$ cat config.mk
export PLATFORM = sky130hd
export DESIGN_NAME = ghost_limit_detector
export DESIGN_NICKNAME = d
export VERILOG_FILES = /design/src/rtl/ghost_limit_detector_pkg.sv /design/src/rtl/ghost_limit_detector_tile_calc.sv /design/src/rtl/ghost_limit_detector.sv
export SDC_FILE = /design/constraint.sdc
export NUM_CORES = 1
export LEC_CHECK = 0
export BUFFER_PORTS_ARGS = -buffer_cell sky130_fd_sc_hd__buf_2
export CAP_MARGIN = 30
export CELL_PAD_IN_SITES_DETAIL_PLACEMENT = 2
export CELL_PAD_IN_SITES_GLOBAL_PLACEMENT = 2
export CORE_UTILIZATION = 35
export CTS_BUF_LIST = sky130_fd_sc_hd__clkbuf_8 sky130_fd_sc_hd__clkbuf_16
export CTS_CLUSTER_SIZE = 12
export DETAILED_ROUTE_END_ITERATION = 8
export GPL_TIMING_DRIVEN = 0
export MAX_ROUTING_LAYER = met4
export PLACE_DENSITY = 0.94
export SYNTH_ARGS = -nofsm -noshare
export SYNTH_HDL_FRONTEND = slang
export SYNTH_SLANG_ARGS = --single-unit
$ cat constraint.sdc
create_clock -name clk -period 4.8 [get_ports clk]
set_input_delay 0.48 -clock clk [delete_from_list [all_inputs] [get_ports clk]]
set_output_delay 0.48 -clock clk [all_outputs]
set_load 0.02 [all_outputs]
$ cat src/rtl/ghost_limit_detector_pkg.sv
// ghost_limit_detector_pkg: shared lookup states, board constants and limit masking
package ghost_limit_detector_pkg;
  typedef enum logic [2:0] {IDLE, LATCH, RD_UP, RD_DN, RD_LT, RD_RT, COLLECT, UPDATE} state_t;
  localparam int H_BOARD_ON = 144;
  localparam int V_BOARD_ON = 35;
  localparam int TILE_SHIFT = 4;
  localparam int CENTER_OFFSET = 8;
  localparam int TILE_W = 5;
  localparam int UP = 3;
  localparam int DOWN = 2;
  localparam int LEFT = 1;
  localparam int RIGHT = 0;
  function automatic logic [3:0] mask_limits(input logic h_aligned, input logic v_aligned, input logic [3:0] wall);
    mask_limits = !h_aligned && !v_aligned ? 4'b1111 :
                  !h_aligned ? 4'b0011 :
                  !v_aligned ? 4'b1100 : ~wall;
  endfunction
endpackage

$ cat src/rtl/ghost_limit_detector_tile_calc.sv
// ghost_tile_calc: combinational pixel position to tile coordinate and alignment
module ghost_tile_calc
  import ghost_limit_detector_pkg::*;
(
  input  logic [10:0]       h_pos,
  input  logic [9:0]        v_pos,
  output logic [TILE_W-1:0] h_tile,
  output logic [TILE_W-1:0] v_tile,
  output logic              h_aligned,
  output logic              v_aligned
);
  logic [10:0] dh;
  logic [9:0]  dv;
  // offsets from the board origin saturate at zero, then the center point selects the tile
  always_comb begin
    dh = h_pos >= 11'(H_BOARD_ON) ? h_pos - 11'(H_BOARD_ON) : '0;
    dv = v_pos >= 10'(V_BOARD_ON) ? v_pos - 10'(V_BOARD_ON) : '0;
    h_tile = TILE_W'((dh + 11'(CENTER_OFFSET)) >> TILE_SHIFT);
    v_tile = TILE_W'((dv + 10'(CENTER_OFFSET)) >> TILE_SHIFT);
    h_aligned = dh[TILE_SHIFT-1:0] == '0;
    v_aligned = dv[TILE_SHIFT-1:0] == '0;
  end
endmodule

$ cat src/rtl/ghost_limit_detector.sv
// ghost_limit_detector: per-frame wall lookup around a ghost producing movement limits
module ghost_limit_detector
  import ghost_limit_detector_pkg::*;
(
  input  logic        clk,
  input  logic        reset,
  input  logic        vsync_enable,
  input  logic [10:0] ghost_h_pos,
  input  logic [9:0]  ghost_v_pos,
  output logic        maze_rd_en,
  output logic [9:0]  maze_addr,
  input  logic        maze_wall,
  output logic [4:0]  h_ghost_tile,
  output logic [4:0]  v_ghost_tile,
  output logic        up_limit,
  output logic        down_limit,
  output logic        left_limit,
  output logic        right_limit,
  output logic        limits_done
);
  state_t             state, state_nx;
  logic [10:0]        h_pos;
  logic [9:0]         v_pos;
  logic [TILE_W-1:0]  h_calc, v_calc, h_tile, v_tile;
  logic               h_al_calc, v_al_calc, h_al, v_al;
  logic [UP:LEFT]     wall;

  ghost_tile_calc u_tile_calc (
    .h_pos(h_pos),
    .v_pos(v_pos),
    .h_tile(h_calc),
    .v_tile(v_calc),
    .h_aligned(h_al_calc),
    .v_aligned(v_al_calc)
  );

  // state register
  always_ff @(posedge clk) state <= reset ? IDLE : state_nx;

  // sequence advances one state per cycle once started; reads issue in up, down, left, right order
  always_comb begin
    state_nx = state == IDLE && !vsync_enable ? IDLE : state_t'(state + 3'd1);
    maze_rd_en = state inside {RD_UP, RD_DN, RD_LT, RD_RT};
    maze_addr = state == RD_UP ? {v_tile - 5'd1, h_tile} :
                state == RD_DN ? {v_tile + 5'd1, h_tile} :
                state == RD_LT ? {v_tile, h_tile - 5'd1} :
                state == RD_RT ? {v_tile, h_tile + 5'd1} : '0;
  end

  // latch lookup inputs, collect wall bits one cycle after each read, publish on entry to UPDATE
  always_ff @(posedge clk) begin
    if (reset) begin
      h_pos <= '0;
      v_pos <= '0;
      h_tile <= '0;
      v_tile <= '0;
      h_al <= 1'b0;
      v_al <= 1'b0;
      wall <= '0;
      h_ghost_tile <= '0;
      v_ghost_tile <= '0;
      {up_limit, down_limit, left_limit, right_limit} <= '0;
      limits_done <= 1'b0;
    end else begin
      if (state == IDLE && vsync_enable) begin
        h_pos <= ghost_h_pos;
        v_pos <= ghost_v_pos;
      end
      if (state == LATCH) begin
        h_tile <= h_calc;
        v_tile <= v_calc;
        h_al <= h_al_calc;
        v_al <= v_al_calc;
      end
      if (state == RD_DN) wall[UP] <= maze_wall || v_tile == '0;
      if (state == RD_LT) wall[DOWN] <= maze_wall || v_tile == '1;
      if (state == RD_RT) wall[LEFT] <= maze_wall;
      if (state == COLLECT) begin
        {up_limit, down_limit, left_limit, right_limit} <= mask_limits(h_al, v_al, {wall, maze_wall});
        h_ghost_tile <= h_tile;
        v_ghost_tile <= v_tile;
      end
      limits_done <= state == COLLECT;
    end
  end
endmodule

==> PnR_summary.wiki <==
{| class="wikitable"
! Metric !! Value
|-
| Run status || finished clean
|-
| TritonCTS clock tree || built
|-
| First-pass GRT wire length || 17.2 mm
|-
| Number of global-route vias before repair || 3,321
|-
| Die Footprint || 9240 sq um
|-
| Part of the total power dissipated in the clock network || 0.278
|-
| Maximum clock skew at final layout || 0.00404 ns
|-
| Pwr dens || 315 nW/um^2
|-
| Total half-perimeter wirelength after legalization and detailed placement || 7.76 mm
|-
| Data arrival time of the critical path || 2.46 ns
|-
| Hold buffer count at CTS || 0
|-
| Initial core utilization || 0.370
|-
| Slew margin rel. || 0.529
|-
| Worst min-delay path class || in2reg
|-
| Number of antenna violations at the first check in global routing || 0
|-
| Count of warnings emitted by yosys || 0
|-
| Reg-to-reg startpoint || v_pos[0]$_SDFFE_PP0P_
|-
| Final count of hold timing violations || 0
|-
| WHS Path Cells || 3
|-
| Unrepaired setup endpoints after global routing || false
|-
| Unique masters post-synth || 59
|-
| FF+latch count, synth || 54
|-
| Height of the die || 96.1 um
|-
| Routed WL || 10.3 mm
|-
| Worst setup EP type || output pin
|-
| Worst-case hold path end point || v_pos[8]$_SDFFE_PP0P_
|-
| Number of detailed-route iterations in the first pass || 4
|-
| Final Util || 0.428
|-
| Netlist area before placement || 3100 sq um
|-
| R2R setup slack || 2.01 ns
|-
| Post-synth net total || 442
|-
| Placer Congestion || 0.861
|-
| Largest area contributor in the synthesized netlist || sky130_fd_sc_hd__dfxtp_1
|-
| Post-cts sizing count || 0
|-
| R2R depth || 9
|-
| Worst slack, placed || 2.15 ns
|-
| Maximum VDD drop || 114 uV
|-
| Number of buffers created by CTS || 5
|-
| Count of flip-flops with a built-in enable after synthesis || 0
|-
| Start point of the worst min-delay path || ghost_v_pos[8]
|-
| Clock root buffer || sky130_fd_sc_hd__clkbuf_8
|-
| DRC violation count after routing || 0
|-
| Clock latency of the later-clocked register in the worst-skew pair || 0.31 ns
|-
| Floorplan row count || 33
|-
| Internal power of the cells || 745 uW
|-
| Via total after detailed routing || 3,134
|-
| Critical path launch point type || register
|-
| Required time reported for the critical path endpoint || 4.32 ns
|-
| Layout fillers || 1,031
|-
| Top flip-flop cell by instance count after synthesis || sky130_fd_sc_hd__dfxtp_1
|-
| Share of total power consumed by net switching || 0.340
|-
| Largest driver fanout on the critical path || 10
|-
| Post-layout worst setup margin || 1.86 ns
|-
| Post-Syn Instances || 401
|-
| Clock-pin slew reported for the worst setup and hold paths after clock tree synthesis || 0.10 ns
|-
| Grt ovf || 0
|-
| Post-synthesis async set-or-reset flop share || 0
|-
| # port buffers || 49
|-
| Fraction of the cycle the final worst path needs || 0.612
|-
| Detailed-route vias per instance || 5.57
|-
| Gr usage total || 0.252
|-
| Seq/Total Area, Yosys || 0.349
|-
| Floorplan Core Area || 8380 sq um
|-
| Slew at the pin closest to its max-slew limit || 0.705 ns
|-
| Antenna viol nets, final || 0
|-
| Switching power total || 384 uW
|-
| Total power consumption of the routed design || 1130 uW
|-
| I/O pin count || 51
|-
| Count of routing violations after the opening detailed-route iteration || 88
|-
| Fraction of post-synthesis cell area in the top cell type by area || 0.349
|-
| Highest attainable clock frequency || 340 MHz
|-
| Total number of H-tree levels || 2
|-
| Synthesized area divided by synthesized cell count || 7.73 sq um
|-
| Max Transition Viols Final || 0
|-
| Library cell with the highest instance count after synthesis || sky130_fd_sc_hd__nand2_1
|-
| Width of the die || 96.1 um
|-
| Post-CTS setup buffers || 0
|-
| Avg WL per Cell || 18.3 um
|-
| Sequential share of power || 0.451
|-
| Number of antenna cells inserted || 0
|-
| Static leakage power || 0.00144 uW
|-
| Capturing point of the worst reg2reg path || v_tile[3]$_SDFFE_PP0N_
|-
| Setup TNS || 0 ns
|-
| Pin count of the biggest net entering global routing || 17
|-
| Max-cap violations || 0
|-
| Final #Nets || 498
|-
| Count of final setup violators || 0
|-
| Most used standard cells in the synthesized netlist || 81 x sky130_fd_sc_hd__nand2_1, 54 x sky130_fd_sc_hd__dfxtp_1, 52 x sky130_fd_sc_hd__a21oi_1
|-
| Max Buffers Root-to-Sink || 2
|-
| Count of clock tree sinks || 54
|-
| WS Path Type || reg2out
|-
| Layout Area Growth over Synthesis || 15.7%
|-
| Main area contributors after synthesis || sky130_fd_sc_hd__dfxtp_1 35%, sky130_fd_sc_hd__nand2_1 9.8%, sky130_fd_sc_hd__a21oi_1 8.4%
|-
| Final critical delay including setup and external delays || 2.94 ns
|-
| Layout cell share with drive strength beyond 1 || 0.168
|-
| Comb pwr share || 0.272
|}
-- how the worst max path moves through the flow --
stage	from	to	cells after the start
2_1_floorplan	v_pos[0]$_SDFFE_PP0P_	v_tile[3]$_SDFFE_PP0N_	9
3_3_place_gp	v_pos[0]$_SDFFE_PP0P_	v_tile[3]$_SDFFE_PP0N_	9
3_5_place_dp	v_pos[0]$_SDFFE_PP0P_	v_tile[3]$_SDFFE_PP0N_	9
4_1_cts	state[0]$_SDFF_PP0_	maze_addr[9]	8
5_1_grt	state[0]$_SDFF_PP0_	maze_addr[9]	8
6_report	state[0]$_SDFF_PP0_	maze_addr[9]	8
-- placed cells by master (no fill, tap or decap), types with 3 or more instances in the layout --
cell / count
sky130_fd_sc_hd__buf_2: 49
sky130_fd_sc_hd__nor2_1: 24
sky130_fd_sc_hd__a21oi_1: 52
sky130_fd_sc_hd__inv_1: 16
sky130_fd_sc_hd__nor4_1: 3
sky130_fd_sc_hd__nand2_1: 81
sky130_fd_sc_hd__clkbuf_8: 8
sky130_fd_sc_hd__a211oi_1: 8
sky130_fd_sc_hd__ha_1: 16
sky130_fd_sc_hd__nand3_1: 11
sky130_fd_sc_hd__buf_6: 5
sky130_fd_sc_hd__xnor2_1: 6
sky130_fd_sc_hd__or3_1: 3
sky130_fd_sc_hd__clkbuf_1: 17
sky130_fd_sc_hd__a31oi_1: 8
sky130_fd_sc_hd__nor3_1: 12
sky130_fd_sc_hd__o211ai_1: 3
sky130_fd_sc_hd__and2_1: 3
sky130_fd_sc_hd__nor2b_1: 5
sky130_fd_sc_hd__nand2b_1: 9
sky130_fd_sc_hd__dfxtp_1: 54
sky130_fd_sc_hd__xor2_1: 4
sky130_fd_sc_hd__o21ai_0: 15
-- area by class of cell --
cell class                 instances  area (sq um)  area share
buffer                            25           161      0.0450
clock buffer                       5          68.8      0.0192
clock inverter                     3          41.3      0.0115
inverter                          16          60.1      0.0167
multi-input combinational        306          1800       0.501
sequential                        54          1080       0.301
tap                              105           131      0.0366
timing repair buffer              49           245      0.0683
-- through the flow --
| step | hold slack (ns) | area, sq um | cells |
|---|---|---|---|
| 2_1_floorplan | 0.431 | 3100 | 401 |
| 3_3_place_gp | 0.440 | 3480 | 555 |
| 3_5_place_dp | 0.451 | 3480 | 555 |
| 4_1_cts | 0.388 | 3590 | 563 |
| 5_1_grt | 0.397 | 3590 | 563 |
| 6_report | 0.395 | 3590 | 563 |
-- registers in the layout, indices dropped and copies added (netlist names) --
register,flops
left_limit,1
up_limit,1
h_tile,5
wall,3
down_limit,1
v_ghost_tile,5
v_al,1
v_pos,10
h_pos,11
h_ghost_tile,5
v_tile,5
h_al,1
limits_done,1
right_limit,1
state,3
-- routing by layer --
layer / part of all wire / GRT usage / vias to the layer above
met3: 0.022 / 0.0269 / 16
met4: 0.018 / 0.0771 / 0
met5: 0 / - / -
met2: 0.51 / 0.456 / 67
met1: 0.45 / 0.290 / 1535
li1: - / - / 1516
-- critical path: stages, from the launching register on --
cell,delay [ns]
sky130_fd_sc_hd__dfxtp_1,0.41
sky130_fd_sc_hd__inv_1,0.09
sky130_fd_sc_hd__ha_1,0.24
sky130_fd_sc_hd__clkbuf_1,0.25
sky130_fd_sc_hd__o21ai_0,0.51
sky130_fd_sc_hd__nor2_1,0.19
sky130_fd_sc_hd__o21ai_0,0.20
sky130_fd_sc_hd__nand3_1,0.09
sky130_fd_sc_hd__buf_2,0.17
-- kinds of logic (layout without fill, tap and decap cells) --
kind of cell | count (synthesis) | in the layout | synth area share
buffers and inverters | 41 | 98 | 0.0714
DFF | 54 | 54 | 0.349
muxes | 3 | 3 | 0.0105
and+or+nand+nor | 164 | 164 | 0.244
AOI/OAI and AO/OA | 111 | 111 | 0.224
xor gates and xnor gates | 11 | 11 | 0.0335
adders and majority gates | 17 | 17 | 0.0682
-- power by group through the flow --
| stage | registers, uW | clock network (uW) | logic (uW) |
|---|---|---|---|
| CTS | 509 | 320 | 309 |
| floorplan | 506 | 0 | 216 |
| detailed placement | 519 | 0 | 301 |
| global route | 514 | 341 | 341 |
| finish | 509 | 313 | 307 |
| global placement | 516 | 0 | 282 |
Note: power is estimated with default switching activity, not from simulation.
